==> src/rtl/seq_gen.sv <==
`timescale 1ns/1ps
`default_nettype none
// ============================================================================
//  Module      : seq_gen
//  Description : Serial pattern transmitter. Takes a WIDTH-bit pattern via a
//                valid/ready handshake and shifts it out MSB-first on x, one
//                bit per clock, repeating it a programmable number of times
//                with GAP idle cycles between copies. Pulses done once per
//                completed burst and exposes its present state on ps.
//  Revision    : 1.0 - initial release
// ============================================================================
module seq_gen #(
  parameter int WIDTH = 4,
  parameter int CNT_W = 4,
  parameter int GAP   = 0
) (
  input  logic             clk,
  input  logic             rst,
  input  logic             start_valid,
  output logic             start_ready,
  input  logic [WIDTH-1:0] pattern,
  input  logic [CNT_W-1:0] repeat_n,
  input  logic             abort,
  output logic             x,
  output logic             x_valid,
  output logic             busy,
  output logic             done,
  output logic [1:0]       ps
);

  typedef enum logic [1:0] {
    IDLE  = 2'b00,
    SHIFT = 2'b01,
    GAP_S = 2'b10,
    DONE  = 2'b11
  } state_t;

  // Counter widths sized so the largest loaded value always fits.
  localparam int BIT_W = (WIDTH > 1) ? $clog2(WIDTH) : 1;
  localparam int GAP_W = (GAP > 1) ? $clog2(GAP) : 1;

  localparam logic [BIT_W-1:0] BIT_LAST = BIT_W'(WIDTH - 1);
  localparam logic [BIT_W-1:0] BIT_ONE  = BIT_W'(1);
  localparam logic [GAP_W-1:0] GAP_LOAD = (GAP > 0) ? GAP_W'(GAP - 1) : '0;
  localparam logic [GAP_W-1:0] GAP_ONE  = GAP_W'(1);
  localparam logic [CNT_W-1:0] REP_ONE  = CNT_W'(1);
  localparam bit               HAS_GAP  = (GAP > 0);

  state_t           state;
  logic [WIDTH-1:0] pat_reg;
  logic [WIDTH-1:0] shreg;
  logic [WIDTH-1:0] shreg_nxt;
  logic [BIT_W-1:0] bit_cnt;
  logic [CNT_W-1:0] rep_cnt;
  logic [GAP_W-1:0] gap_cnt;

  // The bit currently on x is shreg's MSB; the next one comes from the
  // left-shifted copy.
  assign shreg_nxt = shreg << 1;

  assign ps = state;

  // Burst controller: state, counters and every output are registered here.
  always_ff @(posedge clk or posedge rst) begin
    if (rst) begin
      state       <= IDLE;
      pat_reg     <= '0;
      shreg       <= '0;
      bit_cnt     <= '0;
      rep_cnt     <= '0;
      gap_cnt     <= '0;
      x           <= 1'b0;
      x_valid     <= 1'b0;
      busy        <= 1'b0;
      done        <= 1'b0;
      start_ready <= 1'b1;
    end else begin
      case (state)
        IDLE: begin
          done <= 1'b0;
          // start_ready is high throughout IDLE, so start_valid alone fires
          // the handshake; abort has no meaning here.
          if (start_valid) begin
            pat_reg     <= pattern;
            shreg       <= pattern;
            rep_cnt     <= (repeat_n == '0) ? REP_ONE : repeat_n;
            bit_cnt     <= BIT_LAST;
            gap_cnt     <= '0;
            x           <= pattern[WIDTH-1];
            x_valid     <= 1'b1;
            busy        <= 1'b1;
            start_ready <= 1'b0;
            state       <= SHIFT;
          end
        end

        SHIFT: begin
          if (abort) begin
            state       <= IDLE;
            shreg       <= '0;
            bit_cnt     <= '0;
            rep_cnt     <= '0;
            gap_cnt     <= '0;
            x           <= 1'b0;
            x_valid     <= 1'b0;
            busy        <= 1'b0;
            done        <= 1'b0;
            start_ready <= 1'b1;
          end else if (bit_cnt != '0) begin
            shreg   <= shreg_nxt;
            x       <= shreg_nxt[WIDTH-1];
            bit_cnt <= bit_cnt - BIT_ONE;
          end else if (rep_cnt > REP_ONE) begin
            rep_cnt <= rep_cnt - REP_ONE;
            if (HAS_GAP) begin
              gap_cnt <= GAP_LOAD;
              x       <= 1'b0;
              x_valid <= 1'b0;
              state   <= GAP_S;
            end else begin
              // Back-to-back repeat: reload without a bubble.
              shreg   <= pat_reg;
              bit_cnt <= BIT_LAST;
              x       <= pat_reg[WIDTH-1];
            end
          end else begin
            x       <= 1'b0;
            x_valid <= 1'b0;
            done    <= 1'b1;
            state   <= DONE;
          end
        end

        GAP_S: begin
          if (abort) begin
            state       <= IDLE;
            shreg       <= '0;
            bit_cnt     <= '0;
            rep_cnt     <= '0;
            gap_cnt     <= '0;
            x           <= 1'b0;
            x_valid     <= 1'b0;
            busy        <= 1'b0;
            done        <= 1'b0;
            start_ready <= 1'b1;
          end else if (gap_cnt == '0) begin
            shreg   <= pat_reg;
            bit_cnt <= BIT_LAST;
            x       <= pat_reg[WIDTH-1];
            x_valid <= 1'b1;
            state   <= SHIFT;
          end else begin
            gap_cnt <= gap_cnt - GAP_ONE;
          end
        end

        DONE: begin
          // done lasts exactly this one cycle; abort cannot cancel it.
          done        <= 1'b0;
          busy        <= 1'b0;
          start_ready <= 1'b1;
          rep_cnt     <= '0;
          bit_cnt     <= '0;
          gap_cnt     <= '0;
          state       <= IDLE;
        end

        default: begin
          state       <= IDLE;
          x           <= 1'b0;
          x_valid     <= 1'b0;
          busy        <= 1'b0;
          done        <= 1'b0;
          start_ready <= 1'b1;
        end
      endcase
    end
  end

endmodule
`default_nettype wire

==> config.mk <==
export PLATFORM = sky130hd
export DESIGN_NAME = seq_gen
export DESIGN_NICKNAME = d
export VERILOG_FILES = /design/src/rtl/seq_gen.sv
export SDC_FILE = /design/constraint.sdc
export NUM_CORES = 1
export LEC_CHECK = 0
export CAP_MARGIN = 10
export CORE_MARGIN = 2
export CORE_UTILIZATION = 55
export DETAILED_ROUTE_END_ITERATION = 8
export DONT_BUFFER_PORTS = 1
export GPL_TIMING_DRIVEN = 0
export PLACE_DENSITY_LB_ADDON = 0.25
export SLEW_MARGIN = 15
export SYNTH_ARGS = -nofsm -noshare
export SYNTH_HDL_FRONTEND = slang
export SYNTH_SLANG_ARGS = --single-unit
==> constraint.sdc <==
create_clock -name clk -period 3.5 [get_ports clk]
set_clock_uncertainty 0.05 [all_clocks]
set_input_delay 0.525 -clock clk [delete_from_list [all_inputs] [get_ports clk]]
set_output_delay 0.525 -clock clk [all_outputs]
set_load 0.02 [all_outputs]
==> flow_metrics.tcl, run 1 <==
set metrics [dict create \
    clock_path_buffers 2 \
    antenna_found_initial 0 \
    critical_path_class "flip-flop to flip-flop" \
    synth_nets 141 \
    power.share.clock_pct 10.0 \
    area_delta_synth_final_pct 5.01 \
    status "finished, final reports clean" \
    grt_max_degree 21 \
    post_cts_buffers 0 \
    yosysSeqAreaShare_pct 41.0 \
    cts_buffers 3 \
    max_stage_delay_ps 590 \
    slew_headroom_pct 49.4 \
    layout_min_cycle_time_ps 2340 \
    top_layer_used "met4" \
    clkSinkCount 20 \
    routed_wl_um 2380 \
    ioPinCount 19 \
    avgRoutedWirePerCell_um 15.6 \
    combPwrFrac_pct 49.2 \
    r2r_start "ps[0]$_DFFE_PP0P_" \
    synth_area_leaders "dfrtp_1 (39%), ha_1 (8.2%), mux2_2 (4.6%)" \
    cts_root_buf "clkbuf_4" \
    ys_warn_count 0 \
    track_usage_pct 20.5 \
    drt_first_pass_iters 4 \
    cts_hold_buf 0 \
    tightest_slew_ps 758 \
    drc 0 \
    ant_nets 0 \
    internal_power_mw 0.643 \
    cp_top_family "compound AO/OA/AOI/OAI gates" \
    via_count 911 \
    insertion_delay_ps 300 \
    ys.flop_type "dfrtp_1" \
    p_seq_share_pct 40.8 \
    critPathSlowestCell "a2111oi_4" \
    layout_setup_ws_ps 1160 \
    max_freq_mhz 427 \
    rsz0062_at_grt "no" \
    finalCritPeriodShare_pct 66.9 \
    clk_pin_slew_ps 110 \
    portBuffers 0 \
    syn_inst 121 \
    p_leak_nw 0.595 \
    drive_gt1_share_pct 16.0 \
    final.setup.tns_ps 0 \
    fin_util_pct 59.8 \
    dp_hpwl_um 1800 \
    grt_pass1_vias 902 \
    critPathMaxFanout 7 \
    yosysTopAreaCell "dfrtp_1" \
    final_nets 146 \
    die_x_um 51.2 \
    die_height_um 51.2 \
    power_mw 1.15 \
    fp.dieArea_sq_um 2620 \
    syn_area_per_cell_sq_um 10.1 \
    first_iter_violations 12 \
    pre_cts_slack_ps 1160 \
    critPathBufInv 2 \
    startpoint "ps[0]$_DFFE_PP0P_" \
    drv_slew 0 \
    ys_async_sr_fraction_pct 100 \
    h-tree-depth 1 \
    gp_congestion 0.823 \
    hold_viol 0 \
    cp-end-kind "flip-flop" \
    power.density_nw_per_um2 898 \
    max_cap_violations 0 \
    synth_edf_count 0 \
    wl_met3_um 109 \
    core_sq_um 2150 \
    cts_tree "yes" \
    hold_class "primary input to asynchronous set/reset pin" \
    yosysTopAreaCellShare_pct 38.9 \
    setup_viol 0 \
    ff_latch_area_sq_um 502 \
    p_switching_mw 0.511 \
    layout.cells.non_filler 153 \
    crit_chain "inv_1 -> ha_1 -> nor2b_1 -> buf_6 -> a2111oi_4 -> mux2i_1 -> nand2_1" \
    overflow 0 \
    ir_drop_uv 457 \
    synth_seq_cells 20 \
    p_sw_share_pct 44.3 \
    cts_resized 0 \
    critPathRequiredTime_ps 3650 \
    grt_pass1_wl_um 3970 \
    syn_area_sq_um 1220 \
    start_util_pct 57.0 \
    place_inst 149 \
    ys_types 40 \
    via_per_inst 5.95 \
    crit_arrival_ps 2490 \
    dr_wl_met2_um 1100 \
    placementRows 17 \
    multi_input_area_sq_um 651 \
    fill_cells 189 \
    n_antenna_cell 0 \
    m1WireLength_um 1130 \
    cp-start-kind "flip-flop" \
]
layer usage:
metal,vias up,GRT usage (%)
met5,-,0
met3,4,3.80
met2,28,33.3
met4,0,9.91
met1,432,26.2
li1,447,-
path summary, 6_finish.rpt:
path / to / slack [ps] / cells past startpoint
worst max-delay path: rep_cnt[2]$_DFFE_PP0P_ / 1160 / 7
worst min-delay path: pat_reg[0]$_DFFE_PP0P_ / 180 / 1
worst max register to register: rep_cnt[2]$_DFFE_PP0P_ / 1160 / 7
worst min register to register: shreg[1]$_DFFE_PP0P_ / 440 / 1
max in group asynchronous: rep_cnt[0]$_DFFE_PP0P_ / 2750 / 1
min in group clk: done$_DFFE_PP0P_ / 250 / 1
stage by stage:
stage                     cell area, sq um  hold WS [ps]
after floorplan                       1220           399
after global placement                1260           412
after detailed placement              1260           419
after CTS                             1280           204
after global routing                  1280           251
final                                 1280           180
power by group through the flow:
stage / combinational [mW] / clock (mW) / sequential (mW)
4_1_cts: 0.570 / 0.117 / 0.470
2_1_floorplan: 0.473 / 0 / 0.453
3_5_place_dp: 0.569 / 0 / 0.475
6_report: 0.568 / 0.115 / 0.471
5_1_grt: 0.644 / 0.123 / 0.485
3_3_place_gp: 0.546 / 0 / 0.469
cells in the final DEF (no fill, tap or decap), types with 2 or more instances in the layout:
cell type,Yosys,layout
nor2_1,10,10
o41ai_1,2,2
mux2_2,5,5
a31oi_1,2,2
a21o_1,4,4
buf_6,2,2
o21ai_0,8,8
clkbuf_4,0,3
nand2b_1,3,3
nand2_1,9,9
inv_1,9,9
a22oi_1,2,2
mux2i_1,3,3
a211oi_2,2,2
a21oi_1,4,4
nor3_1,3,3
dfrtp_1,19,19
clkbuf_1,2,3
nor4b_1,2,2
ha_1,8,8
or3_1,2,2
Yosys cell counts (all sizes together) (3+ instances only):
master,number
nand2,9
nor2,12
o21ai,8
a21oi,4
nand2b,3
a21o,4
ha,8
dfrtp,19
nor3,4
mux2,5
inv,9
mux2i,3
buf,3
logic make-up (layout without fill, tap and decap cells):
logic type / Yosys count / count (layout) / share of synthesized area (%)
AO/OA/AOI/OAI: 31 / 31 / 19.3
adder cells (fa/ha/maj): 8 / 8 / 8.18
multiplexers: 8 / 8 / 7.05
flip-flops: 20 / 20 / 41.0
buffers and inverters: 14 / 18 / 5.83
AND/OR/NAND/NOR: 40 / 40 / 18.6
area by class of cell:
class	instances	area share [%]
clock buffers	4	2.04
flip-flops and latches	20	39.0
inverters	9	2.63
well taps	28	2.73
plain buffers	5	2.92
multi-input cells	87	50.6
Power figures use the tool's default switching activity.
==> run 2: changes to the inputs <==
==> constraint.sdc (replaced) <==
create_clock -name clk -period 1.95 [get_ports clk]
set_clock_uncertainty 0.05 [all_clocks]
set_input_delay 0.2925 -clock clk [delete_from_list [all_inputs] [get_ports clk]]
set_output_delay 0.2925 -clock clk [all_outputs]
set_load 0.02 [all_outputs]
==> run 2 against run 1 <==
Compared with the run above:
- the flow now finishes with violations (negative setup slack)
- via count is 11% higher
- setup slack worse by 1200 ps
- final cell count is 7.2% higher
- highest routed layer unchanged
- core utilization is 7.5 points higher
- clock power is 85% higher
- combinational power is 130% higher
- total power is 110% higher
- global-route usage is 2.6 points higher
- routed wire length is 18% higher
- sequential power is 86% higher
- register-to-register slack worse by 1200 ps
==> flow_metrics.tcl, run 2 (synthesis results as in run 1) <==
set metrics [dict create \
    die_x_um 51.2 \
    final.setup.tns_ps -68.7 \
    grt_max_degree 21 \
    crit_arrival_ps 2170 \
    clock_path_buffers 2 \
    drt_first_pass_iters 4 \
    pre_cts_slack_ps -248 \
    clk_pin_slew_ps 120 \
    layout.cells.non_filler 164 \
    via_count 1009 \
    fp.dieArea_sq_um 2620 \
    cts_buffers 3 \
    rrSetupSlack_ps -20 \
    first_iter_violations 24 \
    tightest_slew_ps 764 \
    die_height_um 51.2 \
    insertion_delay_ps 310 \
    ioPinCount 19 \
    antenna_found_initial 0 \
    p_switching_mw 1.05 \
    status "finished, violations left" \
    critical_path_class "flip-flop to flip-flop" \
    m1WireLength_um 1120 \
    min_to "done$_DFFE_PP0P_" \
    ir_drop_uv 885 \
    layout_min_cycle_time_ps 1970 \
    core_sq_um 2150 \
    area_delta_synth_final_pct 18.2 \
    critPathMaxFanout 6 \
    drive_gt1_share_pct 31.6 \
    hold_path_depth 1 \
    grt_pass1_wl_um 4370 \
    combPwrFrac_pct 54.5 \
    hold_class "primary input to flip-flop" \
    rsz0062_at_grt "yes" \
    power.share.clock_pct 8.9 \
    p_sw_share_pct 43.8 \
    timing.rr.end "shreg[2]$_DFFE_PP0P_" \
    start_util_pct 57.0 \
    gp_congestion 0.768 \
    cts_root_buf "clkbuf_4" \
    cts_tree "yes" \
    power.density_nw_per_um2 1660 \
    place_area_sq_um 1260 \
    layout_setup_ws_ps -21.5 \
    failed_checks "negative setup slack" \
    fill_cells 162 \
    worstHoldStart "abort" \
    p_seq_share_pct 36.6 \
    ant_nets 0 \
    critPathRequiredTime_ps 2150 \
    h-tree-depth 1 \
    place_inst 149 \
    placementRows 17 \
    n_antenna_cell 0 \
    cp-end-kind "flip-flop" \
    final_nets 157 \
    slew_headroom_pct 49.0 \
    clkSinkCount 20 \
    setup_viol 4 \
    overflow 0 \
    wl_met3_um 156 \
    via_per_inst 6.15 \
    routed_wl_um 2820 \
    dr_wl_met2_um 1500 \
    avgRoutedWirePerCell_um 17.2 \
    p_leak_nw 0.652 \
    drv_slew 0 \
    r2r_start "ps[1]$_DFFE_PP0P_" \
    drc 0 \
    top_layer_used "met4" \
    track_usage_pct 23.2 \
    design_area_sq_um 1450 \
    finalCritPeriodShare_pct 101 \
    layout_common_cells "dfrtp_1 (17), buf_4 (11), nor2_1 (10)" \
    hold_viol 0 \
    grt_pass1_vias 992 \
    portBuffers 0 \
    dp_hpwl_um 1880 \
    max_cap_violations 0 \
    cp-start-kind "flip-flop" \
    final_common_cell "dfrtp_1" \
    r2r_cells 8 \
    internal_power_mw 1.35 \
    max_freq_mhz 507 \
]
run 2: cell types whose count changed in the layout (fill, tap and decap cells not counted), moves of 2 or more:
cell     change
buf_4       +10
dfrtp_1      -2
dfrtp_2      +2
ha_1         -4
ha_2         +2
ha_4         +2
inv_1        -2
inv_4        +2
o21ai_0      -3
o21ai_1      +2
run 2: power groups by stage:
| stage | sequential (mW) | combinational, mW | clock, mW |
|---|---|---|---|
| after floorplan | 0.816 | 0.850 | 0 |
| after global routing | 0.898 | 1.44 | 0.232 |
| final | 0.876 | 1.31 | 0.213 |
| after CTS | 0.860 | 1.12 | 0.220 |
| after detailed placement | 0.861 | 1.02 | 0 |
| after global placement | 0.850 | 0.979 | 0 |
run 2: final cells by class:
class	instances	area [sq um]	area share [%]
Sequential cell	20	504	34.9
Timing Repair Buffer	12	96.3	6.66
Tap cell	28	35.0	2.42
Clock buffer	4	26.3	1.82
Inverter	9	38.8	2.68
Multi-Input combinational cell	87	712	49.2
Buffer	4	33.8	2.34
run 2: per-stage QoR:
stage / hold WS, ps / total power [mW] / utilization [%]
6_report: 16.0 / 2.39 / 67.3
5_1_grt: 13.2 / 2.57 / 67.3
4_1_cts: 16.4 / 2.20 / 63.1
3_5_place_dp: 307 / 1.88 / 58.7
3_3_place_gp: 295 / 1.83 / 58.7
2_1_floorplan: 205 / 1.67 / -
run 2: how the worst max path moves through the flow:
stage | start | to | slack, ps | cells past startpoint
finish | ps[1]$_DFFE_PP0P_ | shreg[2]$_DFFE_PP0P_ | -20 | 8
global route | rep_cnt[0]$_DFFE_PP0P_ | x_valid$_DFFE_PP0P_ | -140 | 7
CTS | rep_cnt[0]$_DFFE_PP0P_ | x_valid$_DFFE_PP0P_ | -20 | 7
detailed placement | ps[1]$_DFFE_PP0P_ | rep_cnt[3]$_DFFE_PP0P_ | -250 | 8
global placement | ps[1]$_DFFE_PP0P_ | rep_cnt[2]$_DFFE_PP0P_ | -170 | 8
floorplan | ps[1]$_DFFE_PP0P_ | rep_cnt[2]$_DFFE_PP0P_ | 6 | 8
run 2: critical path, cell delays in order (launching register included):
cell and delay [ps]:
dfrtp_2 520, inv_4 80, ha_2 200, nand3b_1 210, nor4_4 70, or3_1 370
buf_4 170, a211oi_2 140, a21o_1 100
run 2: metal layers:
| metal | vias to the layer above | track usage [%] |
|---|---|---|
| met2 | 41 | 41.6 |
| met3 | 6 | 4.97 |
| li1 | 465 | - |
| met1 | 497 | 25.3 |
| met5 | - | 0 |
| met4 | 0 | 12.2 |
run 2: repair_timing:
| item | in CTS | in global routing |
|---|---|---|
| pin swaps | 2 | 3 |
| hold buffers | 1 | 0 |
| gates resized for setup | 5 | 16 |
| buffers inserted | 5 | 6 |
| endpoints found under the hold margin | 19 | 0 |
| setup endpoints to repair | 8 | 10 |
==> run 3: changes to the inputs <==
--- a/config.mk
+++ b/config.mk
@@ -6,7 +6,6 @@
 export NUM_CORES = 1
 export LEC_CHECK = 0
 export CAP_MARGIN = 10
-export CORE_MARGIN = 2
 export CORE_UTILIZATION = 55
 export DETAILED_ROUTE_END_ITERATION = 8
 export DONT_BUFFER_PORTS = 1
==> run 3 against run 2 <==
Compared with the run above:
- count of clock-buffer cells in the layout down 1
- register-to-register slack better by 50 ps
- critical path type unchanged
- the flow now finishes without violations
- worst hold slack better by 3.4 ps
- die area down 7.7%
- critical path depth unchanged
- largest cell class unchanged
- critical endpoint is now x_valid$_DFFE_PP0P_
==> flow_metrics.tcl, run 3 (synthesis results as in run 1) <==
set metrics [dict create \
    max_freq_mhz 521 \
    critical_path_class "flip-flop to flip-flop" \
    cp-end-kind "flip-flop" \
    hold_class "primary input to flip-flop" \
    clkSinkCount 20 \
    clock_path_buffers 2 \
    max_cap_violations 0 \
    final_nets 156 \
    antenna_found_initial 0 \
    place_area_sq_um 1260 \
    start_util_pct 60.5 \
    ant_nets 0 \
    setup_viol 0 \
    final_common_cell "dfrtp_1" \
    p_leak_nw 0.666 \
    p_seq_share_pct 34.3 \
    grt_pass1_wl_um 4200 \
    design_area_sq_um 1490 \
    drt_first_pass_iters 4 \
    tightest_slew_ps 741 \
    avgRoutedWirePerCell_um 16.3 \
    ioPinCount 19 \
    min_to "done$_DFFE_PP0P_" \
    drive_gt1_share_pct 31.1 \
    rsz0062_at_grt "yes" \
    core_sq_um 2020 \
    r2r_start "ps[1]$_DFFE_PP0P_" \
    cp-start-kind "flip-flop" \
    clk_pin_slew_ps 120 \
    via_count 955 \
    grt_max_degree 21 \
    combPwrFrac_pct 52.2 \
    n_antenna_cell 0 \
    whs_ps 19.4 \
    hold_viol 0 \
    cts_buffers 3 \
    drv_slew 0 \
    insertion_delay_ps 310 \
    routed_wl_um 2640 \
    finalCritPeriodShare_pct 98.5 \
    ff_latch_area_sq_um 504 \
    internal_power_mw 1.50 \
    hold_path_depth 1 \
    status "finished, final reports clean" \
    dp_hpwl_um 1720 \
    area_delta_synth_final_pct 21.5 \
    power.share.clock_pct 13.4 \
    placementRows 16 \
    p_sw_share_pct 41.2 \
    cts_tree "yes" \
    multi_input_area_sq_um 722 \
    rrSetupSlack_ps 30 \
    power_mw 2.55 \
    overflow 0 \
    layout_common_cells "dfrtp_1 (17), nor2_1 (10), buf_4 (9), nand2_1 (9)" \
    r2r_cells 8 \
    fp.dieArea_sq_um 2420 \
    gp_congestion 0.839 \
    p_switching_mw 1.05 \
    slew_headroom_pct 50.6 \
    timing.rr.end "x_valid$_DFFE_PP0P_" \
    crit_arrival_ps 2080 \
    layout_min_cycle_time_ps 1920 \
    via_per_inst 5.90 \
    power.density_nw_per_um2 1710 \
    fill_cells 141 \
    portBuffers 0 \
    critPathMaxFanout 5 \
    die_height_um 49.2 \
    grt_pass1_vias 944 \
    final.setup.tns_ps 0 \
    first_iter_violations 23 \
    die_x_um 49.2 \
    drc 0 \
    ir_drop_uv 1110 \
    h-tree-depth 1 \
    cts_root_buf "clkbuf_4" \
    critPathRequiredTime_ps 2110 \
    worstHoldStart "abort" \
    track_usage_pct 22.6 \
]
run 3: critical path, stage by stage (launching register included):
cell	delay, ps
dfrtp_2	520
inv_4	130
ha_4	170
nand2b_4	50
buf_6	130
buf_4	130
a21oi_1	270
nor3_1	90
mux2_2	270
run 3: area by class of cell:
cell class                 count  area share, %
multi-input combinational     87           48.6
clock buffer                   3           1.52
timing repair buffer          11           6.82
clock inverter                 1           2.02
inverter                       9           2.61
sequential                    20           33.9
tap                           27           2.27
buffer                         4           2.27
run 3: how the worst max path moves through the flow:
stage	start	endpoint	slack, ps	cells past startpoint
floorplan	ps[1]$_DFFE_PP0P_	rep_cnt[2]$_DFFE_PP0P_	6	8
detailed placement	ps[1]$_DFFE_PP0P_	rep_cnt[2]$_DFFE_PP0P_	-230	8
finish	ps[1]$_DFFE_PP0P_	x_valid$_DFFE_PP0P_	30	8
global route	rep_cnt[0]$_DFFE_PP0P_	x_valid$_DFFE_PP0P_	-100	7
CTS	rep_cnt[0]$_DFFE_PP0P_	x_valid$_DFFE_PP0P_	-30	7
global placement	ps[1]$_DFFE_PP0P_	rep_cnt[2]$_DFFE_PP0P_	-160	8
run 3: timing repair:
item,in CTS,in global routing
hold buffers,1,0
hold endpoints to repair,19,0
gates resized for setup,5,14
pin swaps,2,5
setup buffers,1,9
gates cloned,0,0
setup endpoints to repair,8,11
run 3: metrics by stage:
step           utilization [%]  worst slack (ps)  instances
2_1_floorplan                -              6.47        121
3_3_place_gp              62.3              -161        148
3_5_place_dp              62.3              -228        148
4_1_cts                   66.8             -26.6        154
5_1_grt                   73.5              -102        162
6_report                  73.5              29.9        162
run 3: metal layers:
layer	part of all wire (%)	global-route usage, %	vias to the layer above
met3	6.5	8.10	0
met1	45	29.9	460
met5	0	0	-
met4	0	3.43	0
li1	-	-	464
met2	49	36.1	31
run 3: power groups by stage:
stage	Sequential [mW]	Combinational [mW]	Clock, mW
after floorplan	0.816	0.850	0
after global placement	0.844	0.979	0
after detailed placement	0.855	1.02	0
after CTS	0.856	1.08	0.349
after global routing	0.904	1.46	0.358
final	0.875	1.33	0.342
